<file path="src/rtl/four_source_rr_arbiter_pkg.sv">
// Shared constants for the four-source round-robin arbiter and its one-hot mux.
// The one-hot select encodings are common to the arbiter and the mux.
package four_source_rr_arbiter_pkg;

  localparam int SRC_NUM = 4;

  localparam logic [SRC_NUM-1:0] SEL_NONE = 4'b0000;
  localparam logic [SRC_NUM-1:0] SEL_SRC0 = 4'b0001;
  localparam logic [SRC_NUM-1:0] SEL_SRC1 = 4'b0010;
  localparam logic [SRC_NUM-1:0] SEL_SRC2 = 4'b0100;
  localparam logic [SRC_NUM-1:0] SEL_SRC3 = 4'b1000;

  typedef enum logic {
    ST_IDLE  = 1'b0,
    ST_GRANT = 1'b1
  } state_t;

  // Index of a one-hot select; only meaningful when sel is non-zero.
  function automatic logic [1:0] sel_to_idx(input logic [SRC_NUM-1:0] sel);
    logic [1:0] idx;
    idx = 2'd0;
    case (sel)
      SEL_SRC1: idx = 2'd1;
      SEL_SRC2: idx = 2'd2;
      SEL_SRC3: idx = 2'd3;
      default:  idx = 2'd0;
    endcase
    return idx;
  endfunction

endpackage

</file>
<file path="src/rtl/four_source_rr_arbiter_pick4.sv">
// Rotate-priority picker: first set request scanning from rr_ptr upward, mod 4.
// Purely combinational; returns a one-hot winner and an any-request flag.
module rr_pick4
  import four_source_rr_arbiter_pkg::*;
(
  input  logic [3:0] req,
  input  logic [1:0] rr_ptr,
  output logic [3:0] winner,
  output logic       any
);

  logic [1:0] idx;

  // Scan offsets from farthest to nearest so the nearest set request wins.
  always_comb begin
    winner = SEL_NONE;
    idx    = 2'd0;
    for (int k = SRC_NUM - 1; k >= 0; k--) begin
      idx = rr_ptr + 2'(k);
      if (req[idx]) begin
        winner = 4'b0001 << idx;
      end
    end
  end

  assign any = |req;

endmodule

</file>
<file path="src/rtl/four_source_rr_arbiter.sv">
// Round-robin burst arbiter driving the one-hot select of a four-input mux.
// Grant one cycle after request; holds for a burst; one idle bubble after release.
module four_source_rr_arbiter
  import four_source_rr_arbiter_pkg::*;
#(
  parameter int MAX_BURST = 16,
  parameter int CNT_W     = 8
) (
  input  logic             clk,
  input  logic             reset_n,
  input  logic [3:0]       req,
  input  logic [3:0]       valid,
  input  logic [3:0]       last,
  input  logic             sink_ready,
  output logic [3:0]       sel,
  output logic             out_valid,
  output logic [3:0]       src_ready,
  output logic             busy
);

  state_t           state_q;
  logic [3:0]       sel_q;
  logic [1:0]       rr_ptr_q;
  logic [CNT_W-1:0] cnt_q;

  logic [3:0] pick_winner;
  logic       pick_any;
  logic [1:0] gnt_idx;
  logic       xfer;
  logic       burst_end;
  logic       src_gone;
  logic       release_now;

  rr_pick4 u_pick (
    .req    (req),
    .rr_ptr (rr_ptr_q),
    .winner (pick_winner),
    .any    (pick_any)
  );

  assign gnt_idx   = sel_to_idx(sel_q);
  assign xfer      = (state_q == ST_GRANT) && valid[gnt_idx] && sink_ready;
  assign burst_end = last[gnt_idx] || (cnt_q == CNT_W'(MAX_BURST - 1));
  assign src_gone  = !req[gnt_idx] && !valid[gnt_idx];
  assign release_now = (state_q == ST_GRANT) && ((xfer && burst_end) || src_gone);

  always_ff @(posedge clk or negedge reset_n) begin
    if (!reset_n) begin
      state_q  <= ST_IDLE;
      sel_q    <= SEL_NONE;
      rr_ptr_q <= 2'd0;
      cnt_q    <= '0;
    end else begin
      case (state_q)
        ST_IDLE: begin
          if (pick_any) begin
            sel_q   <= pick_winner;
            cnt_q   <= '0;
            state_q <= ST_GRANT;
          end
        end
        ST_GRANT: begin
          if (release_now) begin
            sel_q    <= SEL_NONE;
            rr_ptr_q <= gnt_idx + 2'd1;
            cnt_q    <= '0;
            state_q  <= ST_IDLE;
          end else if (xfer) begin
            cnt_q <= cnt_q + CNT_W'(1);
          end
        end
        default: begin
          sel_q   <= SEL_NONE;
          cnt_q   <= '0;
          state_q <= ST_IDLE;
        end
      endcase
    end
  end

  // sel_q is zero outside GRANT, so the handshake outputs fall to zero with it.
  assign sel       = sel_q;
  assign out_valid = |(sel_q & valid);
  assign src_ready = sel_q & {4{sink_ready}};
  assign busy      = (state_q == ST_GRANT);

endmodule

</file>
<file path="config.mk">
export PLATFORM = sky130hd
export DESIGN_NAME = four_source_rr_arbiter
export DESIGN_NICKNAME = d
export VERILOG_FILES = /design/src/rtl/four_source_rr_arbiter_pkg.sv /design/src/rtl/four_source_rr_arbiter_pick4.sv /design/src/rtl/four_source_rr_arbiter.sv
export SDC_FILE = /design/constraint.sdc
export NUM_CORES = 1
export LEC_CHECK = 0
export CORE_ASPECT_RATIO = 1.75
export CORE_MARGIN = 3
export CORE_UTILIZATION = 49
export CTS_CLUSTER_SIZE = 28
export DETAILED_ROUTE_END_ITERATION = 8
export PLACE_DENSITY = 0.75
export SYNTH_ARGS = -nofsm -noshare
export SYNTH_HDL_FRONTEND = slang
export SYNTH_SLANG_ARGS = --single-unit
</file>
<file path="constraint.sdc">
create_clock -name clk -period 3.2 [get_ports clk]
set_clock_uncertainty 0.1 [all_clocks]
set_input_delay 0.96 -clock clk [delete_from_list [all_inputs] [get_ports clk]]
set_output_delay 0.96 -clock clk [all_outputs]
set_load 0.02 [all_outputs]
</file>
==> results.md <==
- The flow ran to the end, and the final reports show no timing, DRC or antenna violations.
- The final-stage net count is 205.
- Across all setup checks in the final design, the least slack found is 0.1677 ns.
- Prior to clock tree synthesis, the placed netlist has a worst setup slack of -0.09181 ns.
- The post-detailed-route wirelength per cell is 15.99 um.
- The sequential share of the synthesized area is 27.03%.
- The hold path endpoint is cnt_q[0].
- STA puts the critical path data arrival time at 1.97 ns.
- The class of the worst hold path is reg -> reg.
- The proportion of layout cells with a drive suffix above 1 is 15.00%.
- The terminus of the critical flop-to-flop path is rr_ptr_q[1].
- The initial antenna violation count is 0.
- Traced cell by cell, the critical path runs through clkdlybuf4s50_1, a22oi_1, nand2_1, dlygate4sd2_1.
- The flip-flop and latch area is 375.4 sq um.
- Summed over all layers, the global routing overflow is 0.
- The later pin in the worst-skew pair is clocked with a latency of 0.25 ns.
- The count of antenna-violating nets left after detailed routing is 0.
- The clock sink count is 15.
- The count of boundary I/O pins is 25.
- In this run the clock root is driven by a sky130_fd_sc_hd__clkbuf_8.
- The largest delay contributor family on the critical path is buffers and inverters.
- Entering global routing, the biggest net connects 16 pins.
- The clock buffer count from CTS is 3.
- The commonest non-fill, non-tap cell in the layout is sky130_fd_sc_hd__clkdlybuf4s50_1.
- After the first detailed-routing iteration, the DRC count stood at 46.
- At the worst endpoint, the required time is 2.14 ns.
- The total wirelength of the detailed-routed design is 3.294 mm.
- For this block, the via count after detailed routing is 1271.
- Setup slack on the worst reg-to-reg path comes out at 0.64 ns.
- The instance count along the most critical hold path is 1.
- The clock transition at the registers of the reported paths is 0.06 ns.
- The timing-limited maximum frequency is 0.3298 GHz.
- The startpoint identified for the worst register-to-register timing path is sel[2].
- The setup-violating endpoint count in the final report is 0.
- The area of the multi-input gates is 925.9 sq um.
- The timing startpoint of the critical path is valid[3].
- In this run, synthesis inferred 0 flip-flops with an integrated enable.
- The count of TritonRoute iterations in the first routing pass is 4.
- The final antenna diode count is 0.
- Setup repair after global routing left no endpoint under its margin.
- After detailed routing, the number of vias per cell comes to 6.170.
- The net count after synthesis is 177.
- Synthesis produced a netlist whose cell count is 153.
- Together, buffers and inverters on the worst path number 2.
- After synthesis the netlist holds a flip-flop and latch count of 15.
- In the finished design, the share of the clock period the worst path needs comes to 94.76%.
- At the pin with the least slew margin, the transition time is 0.6629 ns.
- The final core area utilization is 64.94%.
- At the end of routability-driven placement, the weighted congestion stood at 0.7784.
- The horizontal die dimension is 46.25 um.
- The power per unit of standard cell area is 697.0 nW/um^2.
- The count of H-tree levels built during CTS is 1.
- The number of buffers added to fix hold violations after cts is 0.
- In this run the worst path has a maximum fanout of 2.
- Once the floorplan was initialized, standard cells occupied 53.16% of the core.
- Post-CTS repair changed the size of 5 cells.
- The nature of the critical path endpoint is an output pin.
- The netlist area before placement is 1389 sq um.
- The number of distinct library cells after synthesis is 50.
- In this run the tool buffered the top-level ports with 24 buffer cells.
- The CTS tree is built.
- Leaving out fill and tap cells, the most frequent cells in the layout are 19 x sky130_fd_sc_hd__clkdlybuf4s50_1, 16 x sky130_fd_sc_hd__inv_1, 15 x sky130_fd_sc_hd__dfrtp_1.
- Counting along the longest clock path gives a buffer depth of 2.
- The start point of the worst min-delay path is cnt_q[0].
- The floorplan step defined a die boundary enclosing 3534 sq um.
- The biggest cell delay along the critical path is 0.42 ns.
- The reported leakage power is 0.7293 nW.
- The via count of the first global-routing pass was 1255.
- The share of flip-flops with an asynchronous set or reset after synthesis is 100.0%.
- A synthesized cell averages 9.077 sq um.
- Fill cells in the final layout number 224.
- The cell count of the worst reg-to-reg path is 6.
- The yosys synthesis warning count is 0.
- After clock tree synthesis, the setup repair step added 0 buffers.
- For this run, the leading register cell type out of synthesis is sky130_fd_sc_hd__dfrtp_1.
- The number of max-capacitance violations reported is 0.
- The placed wire-length estimate is 2.661 mm.
- The maximum vdd drop is 0.4145 mV.
- The standard cell with the maximum stage delay on the critical path is sky130_fd_sc_hd__clkdlybuf4s50_1.
- The vertical extent of the die is 76.43 um.
- The first global-routing pass estimated 5.616 mm of wire.
- The total number of placement rows is 24.
- The worst hold slack after final layout is 0.4349 ns.
- The max-slew headroom at the worst pin is 55.67%.
- The setup path with the least slack is of type in -> out.
- The count of final hold-check violations came to 0.
- The max-slew violation count was 0.
- For the finished layout, the period the worst path requires is 3.032 ns.
- Compared with the post-synthesis result, the final layout area differs by 22.16%.
- The kind of launch point of the worst setup path is an input port.
- The core region is 2613 sq um.
- The global-route total usage across every layer is 20.63%.
- The post-route DRC violation count is 0.
[metal layers]
layer / vias to the layer above / share of wire [%] / track usage, %
met5: - / 0 / 0
met4: 0 / 0.94 / 4.843
met3: 6 / 3.5 / 3.546
met2: 31 / 59 / 38.40
met1: 611 / 36 / 22.14
li1: 623 / - / -
[final cells by class]
type	instances	share of cell area, %
Sequential cell	15	22.12
Clock buffer	3	2.434
Multi-Input combinational cell	118	54.57
Timing Repair Buffer	27	15.12
Clock inverter	1	0.2950
Tap cell	26	1.917
Inverter	16	3.540
[flip-flops by register name, summed over array words and instances (netlist names)]
register,flops
cnt_q,8
sel,4
rr_ptr_q,2
busy,1
[synth_stat cells, types with 4 or more instances]
cell                      number  area [sq um]
sky130_fd_sc_hd__ha_1          9         112.6
sky130_fd_sc_hd__nor2_1        4         15.01
sky130_fd_sc_hd__o21ai_0      13         65.06
sky130_fd_sc_hd__or3_1         4         25.02
sky130_fd_sc_hd__and2_1        4         25.02
sky130_fd_sc_hd__o22ai_1       4         25.02
sky130_fd_sc_hd__nand3_1      11         55.05
sky130_fd_sc_hd__inv_1        16         60.06
sky130_fd_sc_hd__mux4_2        4         90.09
sky130_fd_sc_hd__a21oi_1       9         45.04
sky130_fd_sc_hd__a22oi_1       6         45.04
sky130_fd_sc_hd__nand2_1       8         30.03
sky130_fd_sc_hd__dfrtp_1      15         375.4
[cell families after synthesis]
family                   Yosys count  share of synthesized area (%)
multiplexers                       6                          8.018
AND/OR/NAND/NOR                   53                          23.60
adder cells (fa/ha/maj)            9                          8.108
XOR/XNOR                           3                          2.433
AO/OA/AOI/OAI                     47                          24.50
buffers and inverters             20                          6.306
flip-flops                        15                          27.03
[per-stage QoR]
stage	TNS, ns	cell area [sq um]	std cells	total power [mW]
floorplan	0	1389	153	0.8420
global placement	-0.2985	1657	202	1.002
detailed placement	-0.4114	1657	202	1.032
CTS	0	1697	206	1.178
global route	0	1697	206	1.280
finish	0	1697	206	1.182
[power breakdown]
| part | leakage, nW | switching (mW) | internal, mW |
|---|---|---|---|
| Combinational | 0.506 | 0.394 | 0.318 |
| Clock | 0.0255 | 0.0710 | 0.0863 |
| Sequential | 0.198 | 0.0906 | 0.223 |
| Total | 0.729 | 0.556 | 0.627 |
[worst reg2reg max path, stage by stage (launching register included)]
cell	delay, ns
sky130_fd_sc_hd__dfrtp_1	0.59
sky130_fd_sc_hd__nor4b_4	0.54
sky130_fd_sc_hd__a21oi_2	0.07
sky130_fd_sc_hd__a221oi_2	0.44
sky130_fd_sc_hd__a22oi_2	0.18
sky130_fd_sc_hd__nor2_4	0.20
sky130_fd_sc_hd__mux2_1	0.34
[worst max path at each step]
stage          depth (start not counted)         to
2_1_floorplan                          6   cnt_q[2]
3_3_place_gp                           4  out_valid
3_5_place_dp                           4  out_valid
4_1_cts                                4  out_valid
5_1_grt                                4  out_valid
6_report                               4  out_valid
(Power assumes the default switching activity.)
